File: src/rtl/cpu_pkg.sv
// Shared control-core types: ALU control, instruction fields and FSM state encodings.
package cpu_pkg;

  typedef struct packed {
    logic [2:0] reserved;
    logic       carry_in;
  } AluCtrl;

  typedef logic [31:0] Instruction;
  typedef logic [4:0]  RegAddr;

  typedef enum logic [6:0] {
    OpLoad   = 7'b0000011,
    OpImm    = 7'b0010011,
    OpStore  = 7'b0100011,
    OpReg    = 7'b0110011,
    OpBranch = 7'b1100011,
    OpJal    = 7'b1101111
  } OpCode;

  typedef struct packed {
    logic [2:0] nibbles_number;
    logic       word2_is_negative;
    AluCtrl     ctrl;
  } DecodedAluCmd;

  typedef struct packed {
    logic write_rd;
    logic use_imm;
    logic is_branch;
    logic is_mem;
  } WiredDecisions;

  typedef enum logic [1:0] {
    CtrlFetch,
    CtrlDecode,
    CtrlExecute,
    CtrlWriteback
  } ControlState;

  typedef enum logic [1:0] {
    AluIdle,
    AluRun,
    AluDone
  } AluState;

endpackage

File: src/rtl/nibble_adder.sv
// Combinational 4-bit adder slice with carry in/out.
module nibble_adder (
  input  logic [3:0] a_i,
  input  logic [3:0] b_i,
  input  logic       cin_i,
  output logic [3:0] s_o,
  output logic       cout_o
);

  always_comb begin
    {cout_o, s_o} = {1'b0, a_i} + {1'b0, b_i} + {4'b0, cin_i};
  end

endmodule

File: src/rtl/loop_over_all_nibbles.sv
// Nibble-serial 32-bit adder: one nibble per clock, stops once upper nibbles cannot change.
module loop_over_all_nibbles
  import cpu_pkg::*;
#(
  parameter int unsigned NIBBLES = 8
) (
  input  logic                   clk,
  input  logic                   rst_n,
  input  logic                   loop_perm_to_count,
  input  AluCtrl                 ctrl,
  input  logic [2:0]             loop_nibbles_number,
  input  logic                   word2_is_negative,
  input  logic [4*NIBBLES-1:0]   word1,
  input  logic [4*NIBBLES-1:0]   word2,
  input  logic [4*NIBBLES-1:0]   preinit_result,
  output logic [4*NIBBLES-1:0]   result,
  output logic                   busy
);

  localparam logic [2:0] LastIdx = 3'(NIBBLES - 1);

  AluState              state_q, state_d;
  logic [2:0]           curr_nibble_idx_q, curr_nibble_idx_d;
  logic                 result_carry_q, result_carry_d;
  logic [4*NIBBLES-1:0] result_q, result_d;

  logic [2:0]           cur_idx;
  logic [4*NIBBLES-1:0] base_result, step_result;
  logic                 base_carry;
  logic [3:0]           nib_a, nib_b, nib_s;
  logic                 nib_cout;
  logic                 finish;

  logic unused_ctrl;
  assign unused_ctrl = ^ctrl.reserved;

  nibble_adder u_nibble_adder (
    .a_i    (nib_a),
    .b_i    (nib_b),
    .cin_i  (base_carry),
    .s_o    (nib_s),
    .cout_o (nib_cout)
  );

  // In IDLE the step works on the freshly preloaded values, so nibble 0 completes on the
  // same edge that accepts the request.
  always_comb begin
    cur_idx     = (state_q == AluIdle) ? 3'd0 : curr_nibble_idx_q;
    base_result = (state_q == AluIdle) ? preinit_result : result_q;
    base_carry  = (state_q == AluIdle) ? ctrl.carry_in : result_carry_q;
    nib_a       = word1[{cur_idx, 2'b00} +: 4];
    nib_b       = (cur_idx <= loop_nibbles_number) ? word2[{cur_idx, 2'b00} +: 4]
                                                   : {4{word2_is_negative}};
    finish      = (cur_idx == LastIdx) ||
                  ((cur_idx >= loop_nibbles_number) && !nib_cout && !word2_is_negative);
    step_result = base_result;
    step_result[{cur_idx, 2'b00} +: 4] = nib_s;
    // Nothing left to add above an early finish, so the upper nibbles are just word1.
    if (finish) begin
      for (int j = 0; j < int'(NIBBLES); j++) begin
        if (j > int'(cur_idx)) step_result[4*j +: 4] = word1[4*j +: 4];
      end
    end
  end

  always_comb begin
    state_d           = state_q;
    curr_nibble_idx_d = curr_nibble_idx_q;
    result_carry_d    = result_carry_q;
    result_d          = result_q;
    unique case (state_q)
      AluIdle: begin
        result_d          = preinit_result;
        curr_nibble_idx_d = 3'd0;
        result_carry_d    = ctrl.carry_in;
        if (loop_perm_to_count) begin
          result_d          = step_result;
          result_carry_d    = nib_cout;
          curr_nibble_idx_d = cur_idx + 3'd1;
          state_d           = finish ? AluDone : AluRun;
        end
      end
      AluRun: begin
        if (!loop_perm_to_count) begin
          state_d = AluIdle;
        end else begin
          result_d          = step_result;
          result_carry_d    = nib_cout;
          curr_nibble_idx_d = cur_idx + 3'd1;
          if (finish) state_d = AluDone;
        end
      end
      AluDone: begin
        if (!loop_perm_to_count) state_d = AluIdle;
      end
      default: state_d = AluIdle;
    endcase
  end

  always_ff @(posedge clk or negedge rst_n) begin
    if (!rst_n) begin
      state_q           <= AluIdle;
      curr_nibble_idx_q <= 3'd0;
      result_carry_q    <= 1'b0;
      result_q          <= '0;
    end else begin
      state_q           <= state_d;
      curr_nibble_idx_q <= curr_nibble_idx_d;
      result_carry_q    <= result_carry_d;
      result_q          <= result_d;
    end
  end

  assign result = result_q;
  // Gated by rst_n so busy drops the moment reset is asserted, even with the request held.
  assign busy   = rst_n && loop_perm_to_count && (state_q != AluDone);

endmodule

File: config.mk
export PLATFORM = sky130hd
export DESIGN_NAME = loop_over_all_nibbles
export DESIGN_NICKNAME = d
export VERILOG_FILES = /design/src/rtl/cpu_pkg.sv /design/src/rtl/nibble_adder.sv /design/src/rtl/loop_over_all_nibbles.sv
export SDC_FILE = /design/constraint.sdc
export NUM_CORES = 1
export LEC_CHECK = 0
export CAP_MARGIN = 10
export CORE_ASPECT_RATIO = 0.9
export CORE_MARGIN = 2
export CORE_UTILIZATION = 30
export DETAILED_ROUTE_END_ITERATION = 8
export GPL_TIMING_DRIVEN = 0
export PLACE_DENSITY_LB_ADDON = 0.3
export SLEW_MARGIN = 20
export SYNTH_ARGS = -nofsm -noshare
export SYNTH_HDL_FRONTEND = slang
export SYNTH_HIERARCHICAL = 1
export SYNTH_SLANG_ARGS = --single-unit
File: constraint.sdc
create_clock -name clk -period 7.7 [get_ports clk]
set_clock_uncertainty 0.15 [all_clocks]
set_input_delay 1.155 -clock clk [delete_from_list [all_inputs] [get_ports clk]]
set_output_delay 1.155 -clock clk [all_outputs]
set_load 0.005 [all_outputs]
==> impl.org <==
** Setup path
- The setup check on the worst reg-to-reg path leaves a slack of 1830 ps.
- Cell at the slowest stage of the critical path :: sky130_fd_sc_hd__a22oi_1
- Critical path arrival :: 6050 ps
- Most numerous cell on the critical path :: sky130_fd_sc_hd__inv_1
- Start point of the critical path :: loop_nibbles_number[2]
- Depth of the worst register-to-register path :: 21
- Kind of end point of the critical path :: flop
- Traced cell by cell, the critical path runs through clkdlybuf4s50_1 > inv_1 > ha_1 > inv_1 > a221o_4 > a221oi_2 > nor2_1 > a31oi_1 > fa_1 > inv_1 > fa_1 > nor2b_1 > o21ai_0 > nand2b_1 > or2_2 > clkbuf_1 > a21oi_1 > a22oi_1 > o21ai_0 > a31oi_1.
- In this run the worst setup path terminates at result[11].
- In this run the worst path has a maximum fanout of 8.
- The largest single stage delay on the critical path is 780 ps.
- In this run the critical register-to-register path is captured at result[11].
- Data required, critical path :: 7740 ps
- The critical path is of the in -> reg type.
- The worst register-to-register path begins at state_q[1].
- Crit start category :: input port

** Placed design
- Routability-driven placement finished with a final weighted congestion of 0.9890.
- Total half-perimeter wirelength after legalization and detailed placement :: 15070 µm
- Placed insts :: 944
- Placed inst area :: 0.005989 mm²
- Port Buffer Count :: 135

** Synthesis
- Async set-reset flop share out of synthesis :: 100.0%
- Summing the areas of all and, or, nand and nor instances in the mapped netlist gives 22.82% of the synthesized area.
- Predominant post-synthesis flop cell :: sky130_fd_sc_hd__dfrtp_1
- Counting flops with a built-in enable in the synthesized netlist gives 0.
- The synthesized netlist devotes 34.09% of its cell area to compound gates.
- Post-synthesis register bit count :: 38
- The number of different library cells used by synthesis comes to 58.
- The Yosys step of the flow raised 6 warnings.
- Post-Synthesis Cell Area :: 0.004382 mm²
- After technology mapping, the gate count stands at 615.
- The synthesized netlist devotes 2.627% of its cell area to adder and majority cells.
- Dominant combinational cell family by area after synthesis :: compound AO/OA/AOI/OAI gates
- Sequential fraction of the synthesis area :: 21.70%
- The number of nets in the synthesized netlist is 730.
- In this run the mean area of a mapped cell was 7.125 µm².
- Of the post-synthesis cell area, the part taken by muxes is 10.59%.
- Area share of xor/xnor cells in the synthesized design :: 0.5997%

** Clock network
- For this design, the CTS-stage hold fixing added 0 buffers.
- After clock tree synthesis, the repair step resized 0 gates.
- Clock tree from TritonCTS :: done
- No sink is reached through more buffers than the 2 on the longest clock path.
- TritonCTS created 5 clock buffers.
- Clock Sinks :: 38
- The number of setup buffers added after CTS is 0.
- The clock tree synthesis step divided the H-tree into 2 levels.
- After clock tree synthesis, the clock-pin slew on the worst setup and hold paths is 70 ps.
- Clock tree synthesis selected as its root buffer the cell sky130_fd_sc_hd__clkbuf_16.
- Clock latency on the worst-skew pair, taken at its later pin, is 290 ps.

** Timing
- The worst pin sits at a relative slew slack of 36.68%.
- Period utilisation layout :: 77.99%
- Summed over all failing endpoints, the final setup total negative slack is 0 ps.
- Final-report hold violation count :: 0
- Unrepaired setup endpoints after global routing :: false
- After layout, the minimum clock period comes to 6006 ps.
- Highest clock frequency the design can meet :: 166.5 MHz
- The number of max-slew violations in the final report came to 0.
- For the pin with the worst max-slew slack, the measured transition is 949.7 ps.
- Finish-stage setup viols :: 0

** Power and ir drop
- Register share of total power :: 17.6%
- Total power divided by cell area :: 380.3 mW/mm²
- Switching power :: 1.214 mW
- Max VDD drop :: 0.1567 mV
- In this run the static leakage power is 2.361 nW.
- Int Power :: 1.121 mW
- The completed layout was analyzed and its total power is 2.335 mW.
- Switching part of the total power :: 52.00%
- The clock network accounts for 9.6% of the total power.
- The share of total power dissipated in combinational logic is 72.9%.

** Routing
- After detailed routing, the average wire length per cell comes to 20.72 µm.
- Total number of vias :: 5600
- The pre-antenna-repair detailed-routing pass consisted of 6 iterations.
- Dividing the detail-routed via count by the number of cells gives 5.882.
- Violation count after the first detailed-routing iteration :: 841
- For this run, design rule violations remaining after detail routing come to 0.
- After detailed routing, the total wire length is 19720 µm.
- Routed Antenna Nets :: 0

** Final layout
- The area growth from synthesis to layout is 40.15%.
- Post-route core utilization :: 43.37%
- Cells with a size suffix above 1 make up 6.456% of the layout.
- The count of cells in the finished layout, fillers not included, comes to 952.
- Antenna Cells :: 0
- In the final design database the tool counted 873 nets.
- Design Area, Final :: 0.006141 mm²
- The filler cells instantiated in the layout total 1486.

** Floorplan
- The die is 118.7 µm tall.
- In this run the horizontal extent of the chip is 131.4 µm.
- Die footprint :: 0.01559 mm²
- Top-level I/O count :: 140
- The floorplan step defined a core boundary enclosing 0.01416 mm².
- Initial standard-cell utilization of the core :: 30.95%
- Site Rows :: 41

** Global routing
- Global routing consumed, over all layers together, 24.55% of the routing resources.
- Total gr overflow :: 0
- The first global-routing pass estimated 30260 µm of wire.
- The initial antenna violation count came to 0.
- Entering global routing, the biggest net connects 24 pins.
- The number of global-route vias before repair is 5248.

** Run status
- Outcome :: finished, final reports clean

** Min path
- Class of the tightest hold or removal check :: reg -> reg
- Number of cells on the worst hold path :: 2

** Run
- Total of max-cap violations :: 0
cells in the mapped netlist, types with 3 or more instances:
cell / number / area (µm²)
sky130_fd_sc_hd__dfrtp_1: 38 / 950.9
sky130_fd_sc_hd__nor2_1: 104 / 390.4
sky130_fd_sc_hd__ha_1: 6 / 75.07
sky130_fd_sc_hd__inv_1: 24 / 90.09
sky130_fd_sc_hd__nand4b_1: 4 / 35.03
sky130_fd_sc_hd__nand4_1: 10 / 62.56
sky130_fd_sc_hd__nor2b_1: 5 / 31.28
sky130_fd_sc_hd__mux2_2: 3 / 33.78
sky130_fd_sc_hd__a21oi_1: 44 / 220.2
sky130_fd_sc_hd__a221oi_1: 14 / 122.6
sky130_fd_sc_hd__a31oi_1: 22 / 137.6
sky130_fd_sc_hd__a2bb2oi_1: 5 / 43.79
sky130_fd_sc_hd__clkbuf_1: 31 / 116.4
sky130_fd_sc_hd__mux2i_1: 34 / 340.3
sky130_fd_sc_hd__nand3_1: 21 / 105.1
sky130_fd_sc_hd__nand2_1: 61 / 229.0
sky130_fd_sc_hd__a311oi_1: 4 / 35.03
sky130_fd_sc_hd__o21ai_0: 47 / 235.2
sky130_fd_sc_hd__a21o_1: 3 / 22.52
sky130_fd_sc_hd__or2_2: 3 / 18.77
sky130_fd_sc_hd__o211ai_1: 10 / 75.07
sky130_fd_sc_hd__buf_1: 3 / 11.26
sky130_fd_sc_hd__o22ai_1: 32 / 200.2
sky130_fd_sc_hd__a21boi_0: 4 / 30.03
sky130_fd_sc_hd__buf_4: 4 / 30.03
sky130_fd_sc_hd__nand3b_1: 8 / 60.06
sky130_fd_sc_hd__a221o_1: 4 / 40.04
sky130_fd_sc_hd__buf_2: 10 / 50.05
sky130_fd_sc_hd__mux4_2: 4 / 90.09
sky130_fd_sc_hd__xnor2_1: 3 / 26.28
sky130_fd_sc_hd__o31ai_1: 8 / 60.06
sky130_fd_sc_hd__o221ai_1: 8 / 70.07
power by group through the flow:
| stage | clock network, mW | registers (mW) | logic (mW) |
|---|---|---|---|
| 2_1_floorplan | 0 | 0.395 | 1.03 |
| 3_3_place_gp | 0 | 0.407 | 1.62 |
| 3_5_place_dp | 0 | 0.409 | 1.64 |
| 4_1_cts | 0.225 | 0.406 | 1.65 |
| 5_1_grt | 0.230 | 0.427 | 1.82 |
| 6_report | 0.224 | 0.410 | 1.70 |
area by class of cell:
class / instances / area, µm² / area share, %
timing repair buffer: 136 / 1366 / 22.25
multi-input combinational: 500 / 3099 / 50.47
clock buffer: 6 / 138.9 / 2.262
sequential: 38 / 950.9 / 15.48
buffer: 50 / 230.2 / 3.749
tap: 193 / 241.5 / 3.932
inverter: 27 / 101.3 / 1.650
clock inverter: 2 / 12.51 / 0.2037
worst min path at each step:
stage | start | end | slack (ps)
after floorplan | result_carry_q | result_carry_q | 360
after global placement | result_carry_q | result_carry_q | 380
after detailed placement | result_carry_q | result_carry_q | 390
after CTS | result_carry_q | result_carry_q | 400
after global routing | result_carry_q | result_carry_q | 430
final | result_carry_q | result_carry_q | 400
per-stage QoR:
step | worst slack, ps | hold WS, ps
global placement | 1642 | 378.7
detailed placement | 1561 | 388.3
global route | 1400 | 429.8
floorplan | 2868 | 360.9
finish | 1694 | 397.4
CTS | 1851 | 397.5
kinds of logic after synthesis:
kind of cell | Yosys count
DFF | 38
and+or+nand+nor | 226
adders and majority gates | 8
buffers and inverters | 77
xor gates and xnor gates | 3
muxes | 41
AOI/OAI and AO/OA | 222
flip-flops by register name, indices dropped and copies added, names as in the netlist:
signal / cells
curr_nibble_idx_q: 3
result_carry_q: 1
state_q: 2
result: 32
worst max-delay path: cells and delay by family:
kind | cells | cell delay (ps)
AO/OA/AOI/OAI | 8 | 2550
buffers and inverters | 5 | 950
adder cells (fa/ha/maj) | 3 | 930
AND/OR/NAND/NOR | 4 | 460
cells in the final DEF, fill, tap and decap left out, types with 3 or more instances in the layout:
| cell type | n |
|---|---|
| sky130_fd_sc_hd__a21boi_0 | 4 |
| sky130_fd_sc_hd__a21o_1 | 3 |
| sky130_fd_sc_hd__a21oi_1 | 44 |
| sky130_fd_sc_hd__a221o_1 | 4 |
| sky130_fd_sc_hd__a221oi_1 | 14 |
| sky130_fd_sc_hd__a2bb2oi_1 | 5 |
| sky130_fd_sc_hd__a311oi_1 | 4 |
| sky130_fd_sc_hd__a31oi_1 | 22 |
| sky130_fd_sc_hd__buf_1 | 3 |
| sky130_fd_sc_hd__buf_2 | 11 |
| sky130_fd_sc_hd__buf_4 | 4 |
| sky130_fd_sc_hd__clkbuf_1 | 31 |
| sky130_fd_sc_hd__clkbuf_16 | 5 |
| sky130_fd_sc_hd__clkdlybuf4s50_1 | 134 |
| sky130_fd_sc_hd__dfrtp_1 | 38 |
| sky130_fd_sc_hd__ha_1 | 6 |
| sky130_fd_sc_hd__inv_1 | 24 |
| sky130_fd_sc_hd__mux2_2 | 3 |
| sky130_fd_sc_hd__mux2i_1 | 34 |
| sky130_fd_sc_hd__mux4_2 | 4 |
| sky130_fd_sc_hd__nand2_1 | 61 |
| sky130_fd_sc_hd__nand3_1 | 21 |
| sky130_fd_sc_hd__nand3b_1 | 8 |
| sky130_fd_sc_hd__nand4_1 | 10 |
| sky130_fd_sc_hd__nand4b_1 | 4 |
| sky130_fd_sc_hd__nor2_1 | 104 |
| sky130_fd_sc_hd__nor2b_1 | 5 |
| sky130_fd_sc_hd__o211ai_1 | 10 |
| sky130_fd_sc_hd__o21ai_0 | 47 |
| sky130_fd_sc_hd__o221ai_1 | 8 |
| sky130_fd_sc_hd__o22ai_1 | 32 |
| sky130_fd_sc_hd__o31ai_1 | 8 |
| sky130_fd_sc_hd__or2_2 | 3 |
| sky130_fd_sc_hd__xnor2_1 | 3 |
per-layer routing:
layer  vias to the layer above  GRT usage (%)  part of all wire, %
li1                       2572              -                    -
met1                      2600          34.88                   43
met2                       381          37.30                   42
met3                        47          4.891                   12
met4                         0          7.813                  3.2
met5                         -              0                    0
(Power assumes the default switching activity.)
